**src/rtl/branch_target_predictor_if.sv**
```systemverilog
// Predictor bus: fetch lookup, MEM-stage resolution, redirect and perf counters.
// The pipeline side is the master; the predictor is the slave.
interface branch_target_predictor_if #(
  parameter int unsigned XLEN = 32
);
  logic            bp_enable;
  logic            bp_flush;
  logic [XLEN-1:0] if_pc;
  logic            if_pred_hit;
  logic            if_pred_taken;
  logic [XLEN-1:0] if_pred_pc;
  logic            mem_valid;
  logic [XLEN-1:0] mem_pc;
  logic            mem_is_jump;
  logic            mem_taken;
  logic [XLEN-1:0] mem_target;
  logic            mem_pred_taken;
  logic [XLEN-1:0] mem_pred_pc;
  logic            redirect;
  logic [XLEN-1:0] redirect_pc;
  logic [31:0]     perf_branches;
  logic [31:0]     perf_mispred;

  modport master (
    output bp_enable, bp_flush, if_pc,
    output mem_valid, mem_pc, mem_is_jump, mem_taken, mem_target, mem_pred_taken, mem_pred_pc,
    input  if_pred_hit, if_pred_taken, if_pred_pc,
    input  redirect, redirect_pc, perf_branches, perf_mispred
  );

  modport slave (
    input  bp_enable, bp_flush, if_pc,
    input  mem_valid, mem_pc, mem_is_jump, mem_taken, mem_target, mem_pred_taken, mem_pred_pc,
    output if_pred_hit, if_pred_taken, if_pred_pc,
    output redirect, redirect_pc, perf_branches, perf_mispred
  );
endinterface

```
**src/rtl/branch_target_predictor.sv**
```systemverilog
// Direct-mapped BTB with 2-bit saturating counters: zero-latency fetch lookup,
// MEM-stage training and misprediction redirect, saturating perf counters.
module branch_target_predictor #(
  parameter int unsigned XLEN     = 32,
  parameter int unsigned ENTRIES  = 16,
  parameter int unsigned TAG_BITS = 8,
  parameter int unsigned CNT_INIT = 1
) (
  input  logic                     clk,
  input  logic                     rst,
  branch_target_predictor_if.slave bp
);
  localparam int unsigned IDX_W = $clog2(ENTRIES);
  localparam logic [1:0]  CNT_RST = 2'(CNT_INIT);

  logic                valid_q [ENTRIES];
  logic [TAG_BITS-1:0] tag_q   [ENTRIES];
  logic [1:0]          cnt_q   [ENTRIES];
  logic [XLEN-1:0]     tgt_q   [ENTRIES];
  logic [31:0]         perf_br_q;
  logic [31:0]         perf_mis_q;

  logic [IDX_W-1:0]    lk_idx;
  logic [TAG_BITS-1:0] lk_tag;
  logic                lk_hit;
  logic                lk_taken;
  logic [IDX_W-1:0]    up_idx;
  logic [TAG_BITS-1:0] up_tag;
  logic                up_hit;
  logic [1:0]          up_cnt;
  logic                mispred;

  always_comb begin
    lk_idx   = bp.if_pc[IDX_W+1:2];
    lk_tag   = bp.if_pc[IDX_W+TAG_BITS+1:IDX_W+2];
    lk_hit   = valid_q[lk_idx] && (tag_q[lk_idx] == lk_tag);
    lk_taken = bp.bp_enable && lk_hit && cnt_q[lk_idx][1];
  end

  assign bp.if_pred_hit   = lk_hit;
  assign bp.if_pred_taken = lk_taken;
  assign bp.if_pred_pc    = lk_taken ? tgt_q[lk_idx] : bp.if_pc + XLEN'(4);

  always_comb begin
    up_idx = bp.mem_pc[IDX_W+1:2];
    up_tag = bp.mem_pc[IDX_W+TAG_BITS+1:IDX_W+2];
    up_hit = valid_q[up_idx] && (tag_q[up_idx] == up_tag);
    up_cnt = cnt_q[up_idx];
    if (bp.mem_is_jump) begin
      up_cnt = 2'b11;
    end else if (bp.mem_taken) begin
      if (cnt_q[up_idx] != 2'b11) up_cnt = cnt_q[up_idx] + 2'd1;
    end else begin
      if (cnt_q[up_idx] != 2'b00) up_cnt = cnt_q[up_idx] - 2'd1;
    end
  end

  // Gated by rst so redirect reads 0 for the whole reset window, not just after it.
  assign mispred = bp.mem_valid && !rst &&
                   ((bp.mem_taken != bp.mem_pred_taken) ||
                    (bp.mem_taken && (bp.mem_target != bp.mem_pred_pc)));

  assign bp.redirect      = mispred;
  assign bp.redirect_pc   = bp.mem_taken ? bp.mem_target : bp.mem_pc + XLEN'(4);
  assign bp.perf_branches = perf_br_q;
  assign bp.perf_mispred  = perf_mis_q;

  // Flush takes priority over a same-edge training update.
  always_ff @(posedge clk or posedge rst) begin
    if (rst) begin
      for (int unsigned i = 0; i < ENTRIES; i++) begin
        valid_q[i] <= 1'b0;
        tag_q[i]   <= '0;
        cnt_q[i]   <= CNT_RST;
        tgt_q[i]   <= '0;
      end
    end else if (bp.bp_flush) begin
      for (int unsigned i = 0; i < ENTRIES; i++) begin
        valid_q[i] <= 1'b0;
        cnt_q[i]   <= CNT_RST;
      end
    end else if (bp.mem_valid) begin
      if (up_hit) begin
        cnt_q[up_idx] <= up_cnt;
        if (bp.mem_taken) tgt_q[up_idx] <= bp.mem_target;
      end else if (bp.mem_taken) begin
        valid_q[up_idx] <= 1'b1;
        tag_q[up_idx]   <= up_tag;
        tgt_q[up_idx]   <= bp.mem_target;
        cnt_q[up_idx]   <= bp.mem_is_jump ? 2'b11 : 2'b10;
      end
    end
  end

  always_ff @(posedge clk or posedge rst) begin
    if (rst) begin
      perf_br_q  <= '0;
      perf_mis_q <= '0;
    end else begin
      if (bp.mem_valid && (perf_br_q != '1)) perf_br_q <= perf_br_q + 32'd1;
      if (mispred && (perf_mis_q != '1))     perf_mis_q <= perf_mis_q + 32'd1;
    end
  end
endmodule

```
**src/flat_wrapper.sv**
```systemverilog
// flat-port wrapper written by rule: the top's interface ports become plain ports
module branch_target_predictor_flat 
#(
  parameter int unsigned XLEN     = 32,
  parameter int unsigned ENTRIES  = 16,
  parameter int unsigned TAG_BITS = 8,
  parameter int unsigned CNT_INIT = 1
)
  (clk, rst, bp_bp_enable, bp_bp_flush, bp_if_pc, bp_mem_valid, bp_mem_pc, bp_mem_is_jump, bp_mem_taken, bp_mem_target, bp_mem_pred_taken, bp_mem_pred_pc, bp_if_pred_hit, bp_if_pred_taken, bp_if_pred_pc, bp_redirect, bp_redirect_pc, bp_perf_branches, bp_perf_mispred);
  branch_target_predictor_if #(.XLEN(XLEN)) bp_i ();
  input  logic clk;
  input  logic rst;
  input wire logic [$bits(bp_i.bp_enable)-1:0] bp_bp_enable;
  input wire logic [$bits(bp_i.bp_flush)-1:0] bp_bp_flush;
  input wire logic [$bits(bp_i.if_pc)-1:0] bp_if_pc;
  input wire logic [$bits(bp_i.mem_valid)-1:0] bp_mem_valid;
  input wire logic [$bits(bp_i.mem_pc)-1:0] bp_mem_pc;
  input wire logic [$bits(bp_i.mem_is_jump)-1:0] bp_mem_is_jump;
  input wire logic [$bits(bp_i.mem_taken)-1:0] bp_mem_taken;
  input wire logic [$bits(bp_i.mem_target)-1:0] bp_mem_target;
  input wire logic [$bits(bp_i.mem_pred_taken)-1:0] bp_mem_pred_taken;
  input wire logic [$bits(bp_i.mem_pred_pc)-1:0] bp_mem_pred_pc;
  output wire logic [$bits(bp_i.if_pred_hit)-1:0] bp_if_pred_hit;
  output wire logic [$bits(bp_i.if_pred_taken)-1:0] bp_if_pred_taken;
  output wire logic [$bits(bp_i.if_pred_pc)-1:0] bp_if_pred_pc;
  output wire logic [$bits(bp_i.redirect)-1:0] bp_redirect;
  output wire logic [$bits(bp_i.redirect_pc)-1:0] bp_redirect_pc;
  output wire logic [$bits(bp_i.perf_branches)-1:0] bp_perf_branches;
  output wire logic [$bits(bp_i.perf_mispred)-1:0] bp_perf_mispred;
  assign bp_i.bp_enable = bp_bp_enable;
  assign bp_i.bp_flush = bp_bp_flush;
  assign bp_i.if_pc = bp_if_pc;
  assign bp_i.mem_valid = bp_mem_valid;
  assign bp_i.mem_pc = bp_mem_pc;
  assign bp_i.mem_is_jump = bp_mem_is_jump;
  assign bp_i.mem_taken = bp_mem_taken;
  assign bp_i.mem_target = bp_mem_target;
  assign bp_i.mem_pred_taken = bp_mem_pred_taken;
  assign bp_i.mem_pred_pc = bp_mem_pred_pc;
  assign bp_if_pred_hit = bp_i.if_pred_hit;
  assign bp_if_pred_taken = bp_i.if_pred_taken;
  assign bp_if_pred_pc = bp_i.if_pred_pc;
  assign bp_redirect = bp_i.redirect;
  assign bp_redirect_pc = bp_i.redirect_pc;
  assign bp_perf_branches = bp_i.perf_branches;
  assign bp_perf_mispred = bp_i.perf_mispred;
  branch_target_predictor #(.XLEN(XLEN), .ENTRIES(ENTRIES), .TAG_BITS(TAG_BITS), .CNT_INIT(CNT_INIT)) u_core (.clk(clk), .rst(rst), .bp(bp_i));
endmodule
```
**config.mk**
```make
export PLATFORM = sky130hd
export DESIGN_NAME = branch_target_predictor_flat
export DESIGN_NICKNAME = d
export VERILOG_FILES = /design/src/rtl/branch_target_predictor_if.sv /design/src/rtl/branch_target_predictor.sv /design/src/flat_wrapper.sv
export SDC_FILE = /design/constraint.sdc
export NUM_CORES = 2
export LEC_CHECK = 0
export BUFFER_PORTS_ARGS = -buffer_cell sky130_fd_sc_hd__buf_2
export CAP_MARGIN = 10
export CORE_MARGIN = 2
export CORE_UTILIZATION = 26
export DETAILED_ROUTE_END_ITERATION = 7
export MAX_ROUTING_LAYER = met4
export PLACE_DENSITY_LB_ADDON = 0.3
export SETUP_SLACK_MARGIN = 0.05
export SLEW_MARGIN = 20
export SYNTH_ARGS = -nofsm -noshare
export SYNTH_HDL_FRONTEND = slang
export SYNTH_SLANG_ARGS = --single-unit
```
**constraint.sdc**
```tcl
create_clock -name clk -period 83.5 [get_ports clk]
set_input_delay 16.7 -clock clk [delete_from_list [all_inputs] [get_ports clk]]
set_output_delay 16.7 -clock clk [all_outputs]
set_load 0.05 [all_outputs]
```
# [After elaboration in Yosys (flattened, before gate mapping)]
# Cells that the tools add are included.
[word_totals] ff_bits=752 latch_bits=0 mem_bits_rw=0 romBits=0 in_bits=136 out_inout_bits=131 word_cells=156 memories=0
[op_classes] addsub=6 mul=0 n_div=0 magnitude_cmp=3 n_eq_ne=8 n_shift=0 mux=48 bitwise_logic=5 n_reduce_logical=20
[ops] cell="$bwmux 512" n=1
[ops] cell="$mux 32" n=9
[ops] cell="$bmux 32 s4" n=1
[ops] cell="$bwmux 128" n=1
[ops] cell="$demux 32 s4" n=1
[ops] cell="$add 32x1->32 const B" n=2
[ops] cell="$add 32x3->32 const B" n=2
[ops] cell="$bmux 8 s4" n=2
[ops] cell="$bwmux 32" n=2
[ops] cell="$mux 16" n=4
[ops] cell="$ne 32x32->1 const B" n=2
[ops] cell="$mux 8" n=5
[ops] cell="$demux 8 s4" n=1
[ops] cell="$ne 32x32->1" n=1
[ops] cell="$mux 2" n=9
[ops] cell="$bmux 2 s4" n=2
[ops] cell="$eq 8x8->1" n=2
[ops] cell="$or 16x16->16" n=1
[ops] cell="$ge 5x5->1 const B" n=2
[ops] cell="$logic_and 1x1->1" n=10
[ops] cell="$not 4->5" n=2
[ops] cell="$bmux 1 s4" n=2
[ops] cell="$demux 2 s4" n=1
[ops] cell="$mux 1" n=6
[ops] cell="14 further kinds" n=19

# [Logic depth before layout (Yosys ltp)]
[depth] ltp_word=12 ltp_mapped=14 ltp_nobuf=9

# [Least setup slack after synthesis]
# OpenSTA, ideal clock, no wires.
[synth_timing] path_type="input port to output port" from="input port rst" to="output port bp_redirect" arrival_time_ns=34.030 t_required_ns=66.800 slack_ns=32.770 cell_stages=5 cell_sequence="inv_1 -> o211ai_1 -> or2_2 -> clkbuf_1 -> inv_1"
[synth_between] elab_chain_len=3
[synth_rtl] item="from (decl)" line_no="flat_wrapper.sv:12" text="input logic rst;"
[synth_rtl] item="$logic_not 1->1" line_no="branch_target_predictor.sv:59" text="assign mispred = bp.mem_valid && !rst &&"
[synth_rtl] item="$logic_and 1x1->1 (2 in a row)" line_no="branch_target_predictor.sv:59"
[synth_rtl] item="to (decl)" line_no="flat_wrapper.sv:26" text="output wire logic [$bits(bp_i.redirect)-1:0] bp_redirect;"
# Every way passes these cells.

# [Final worst setup path]
[layout_timing] from="input port bp_if_pc[3]" to="output port bp_if_pred_pc[2]"
[layout_between] elab_chain_len=9 word_cells_on_any_way=18 cone_classes="1 x eq/ne; 13 x mux; 1 x bitwise; 3 x reduce/logical"
[layout_rtl] item="from (decl)" line_no="flat_wrapper.sv:15" text="input wire logic [$bits(bp_i.if_pc)-1:0] bp_if_pc;"
[layout_rtl] item="$not 4->5 (not written as such) (*)" line_no="branch_target_predictor.sv:36, branch_target_predictor.sv:37, branch_target_predictor.sv:42"
[layout_rtl] item="$bmux 8 s4" line_no="branch_target_predictor.sv:36" text="lk_hit = valid_q[lk_idx] && (tag_q[lk_idx] == lk_tag);"
[layout_rtl] item="$mux 8 (not written as such) (2 in a row)" line_no="branch_target_predictor.sv:36"
[layout_rtl] item="$eq 8x8->1" line_no="branch_target_predictor.sv:36"
[layout_rtl] item="$logic_and 1x1->1" line_no="branch_target_predictor.sv:36"
[layout_rtl] item="$logic_and 1x1->1 (2 in a row)" line_no="branch_target_predictor.sv:37" text="lk_taken = bp.bp_enable && lk_hit && cnt_q[lk_idx][1];"
[layout_rtl] item="$mux 32 (*)" line_no="branch_target_predictor.sv:42" text="assign bp.if_pred_pc = lk_taken ? tgt_q[lk_idx] : bp.if_pc + XLEN'(4);"
[layout_rtl] item="to (decl)" line_no="flat_wrapper.sv:25" text="output wire logic [$bits(bp_i.if_pred_pc)-1:0] bp_if_pred_pc;"
# Every way passes the cells marked *; elsewhere a longest branch is shown, timed or not. The select of a mux whose other input is x is not followed.

==> reports/qor.csv <==
metric,value,unit
status,"finished, final reports clean",
drive_gt1_frac,0.487,
synth_cells,2646,
rows,140,
postCtsHoldBufs,0,
rrSetupSlack,79.84,ns
synthTopCellsByArea,"dfrtp_1, mux2_2, mux4_2",
tightest_slew,1.10,ns
core,145000,µm²
synth_cell_types,56,
report.final.slew_viol_count,0,
synth_top_area_cell,dfrtp_1,
setup_ws,45.62,ns
criticalPathCategory,input port to primary output,
ys_async_sr_fraction,1.00,
htreeDepth,3,
ios,267,
drtAntennaViolNets,0,
path_cells,clkbuf_8 -> buf_4 -> mux4_2 -> mux4_2 -> xnor2_1 -> nand4_1 -> a211oi_2 -> nand3_4 -> buf_4 -> mux2i_1 -> buf_2,
cts_tree,yes,
power_switching,265,µW
p_int,714,µW
r2r.worst_path.cells,8,
syn_avg_cell_area,14.3,µm²
power_frac_seq,0.443,
die_x,386,µm
die_area,149000,µm²
synthesis.nets,2789,
cap_violations,0,
crit_cells,11,
ctsResizeCount,0,
fin_util,0.303,
synth-main-ff-cell,dfrtp_1,
hold_viol,0,
slew_headroom,0.260,
ys_seq_elements,752,
grt_remaining_overflow,0,
setup_tns,0,ns
drt_wl_total,118,mm
end_kind,primary output,
rsz0062_at_grt,false,
hpwl,72.9,mm
power.total,979,µW
worstPathRequired,66.80,ns
avgViaCountPerCell,4.85,
track_usage,0.164,
gp_congestion,0.797,
initial_core_util,0.261,
grt_max_degree,166,
dpl_worst_slack,45.11,ns
initialDrtViolationCount,1631,
period_needed,37.88,ns
wire_per_inst,24.7,µm
yosysWarningCount,0,
firstDrtPassIters,5,
cts.clk_slew.worst_paths,0.06,ns
placed_area,41000,µm²
register_area,18800,µm²
area_growth,16.1,%
antenna_found_initial,19,
p_clk_frac,0.399,
crit_slowest_cell,buf_4,
combPwrFrac,0.158,
syn-cell-area,37900,µm²
setup_viol_count_final,0,
synth_top_area_frac,0.486,
fill_cells,14600,
cts_made_buffers,83,
final_common_cell,dfrtp_1,
cp.arrival,21.18,ns
fmax,0.0264,GHz
max_stage_delay,0.73,ns
p_sw_frac,0.271,
cts-root-buf,clkbuf_16,
vdd.ir_drop.worst,0.0137,mV
drc_errors,0,
clkLatencyLatePin,0.67,ns
grt_pass1_wl,172,mm
path_max_fanout,76,
grt_pass1_vias,24100,
cts_setup_buffers,0,
r2r_start,u_core.tag_q[35],
multi_input_area,18000,µm²
yosysSeqAreaShare,0.497,
cp-endpoint,bp_if_pred_pc[2],
cts_max_path_buffers,3,
vias,23300,
layout_common_cells,"dfrtp_1, mux2_2, buf_2, mux4_2, xnor2_1",
final_cells,4795,
cts_sinks,752,
timing.final.crit_share,0.454,
startpoint,bp_if_pc[3],
whs,0.490,ns
fin_worst_skew,0.0289,ns
r2r_end,u_core.tag_q[1],
port_buffers,266,
nets,2942,
powerDensity,22.3,nW/µm²
cp-start-kind,input port,
hold_class,flop to flop,
total_leakage_power,19.8,nW
final_area,44000,µm²
die_h,386,µm
synth_edf_count,0,
numPlacedInstances,4630,
cp_num_buf_inv,4,
cp_top_family,buffers and inverters,
-- synth_stat cells, drive strengths merged (15+ instances only) --
| library cell | number |
|---|---|
| nor3 | 18 |
| and3 | 19 |
| xnor2 | 88 |
| o21ai | 31 |
| nand2 | 97 |
| dfstp | 16 |
| clkbuf | 131 |
| inv | 20 |
| mux2i | 51 |
| dfrtp | 736 |
| nand3 | 64 |
| nor2 | 96 |
| o311a | 15 |
| mux2 | 693 |
| mux4 | 239 |
| nor2b | 24 |
| nand4 | 27 |
| buf | 111 |
| xor2 | 87 |
-- flip-flops by register name, summed over array words and instances (netlist names) --
signal	cells
u_core.bp.perf_branches	32
u_core.bp.perf_mispred	32
u_core.cnt_q	32
u_core.tag_q	128
u_core.tgt_q	512
u_core.valid_q	16
-- worst min path at each step --
stage / startpoint / end / slack, ns / cells past startpoint
3_5_place_dp: u_core.bp.perf_mispred[31] / u_core.bp.perf_mispred[31] / 0.48 / 1
6_report: u_core.bp.perf_mispred[27] / u_core.bp.perf_mispred[27] / 0.49 / 1
3_3_place_gp: u_core.tgt_q[166] / u_core.tgt_q[166] / 0.48 / 1
5_1_grt: u_core.tgt_q[171] / u_core.tgt_q[171] / 0.51 / 1
2_1_floorplan: u_core.tag_q[110] / u_core.tag_q[110] / 0.47 / 1
4_1_cts: u_core.bp.perf_mispred[22] / u_core.bp.perf_mispred[22] / 0.49 / 1
-- metal layers --
layer / up-vias / track usage / routed length [µm]
met2: 594 / 0.248 / 54600
met1: 12500 / 0.218 / 54400
met3: 164 / 0.0408 / 6770
met4: 0 / 0.0416 / 2670
met5: - / - / 0
li1: 10000 / - / -
-- area by class of cell --
class | count | area share
clock buffers | 118 | 0.0551
clock inverters | 33 | 0.0103
repair buffers | 310 | 0.0395
diodes | 13 | 0.000740
multi-input cells | 1632 | 0.410
well taps | 1917 | 0.0545
flip-flops and latches | 752 | 0.428
inverters | 20 | 0.00188
-- power by group through the flow --
stage	Combinational [mW]	Clock (mW)	Sequential, mW
final	0.155	0.390	0.434
after global placement	0.155	0	0.439
after global routing	0.167	0.416	0.439
after floorplan	0.108	0	0.443
after detailed placement	0.157	0	0.440
after CTS	0.158	0.400	0.433
-- cell families (layout without fill, tap and decap cells) --
| family | after synthesis | after routing | synth area share |
|---|---|---|---|
| xor gates and xnor gates | 175 | 175 | 0.0405 |
| DFF | 752 | 752 | 0.497 |
| muxes | 983 | 983 | 0.364 |
| and+or+nand+nor | 382 | 382 | 0.0497 |
| adders and majority gates | 9 | 9 | 0.00284 |
| buffers and inverters | 262 | 481 | 0.0295 |
| AOI/OAI and AO/OA | 83 | 83 | 0.0161 |
| other | 0 | 13 | 0 |
Power figures use the tool's default switching activity.
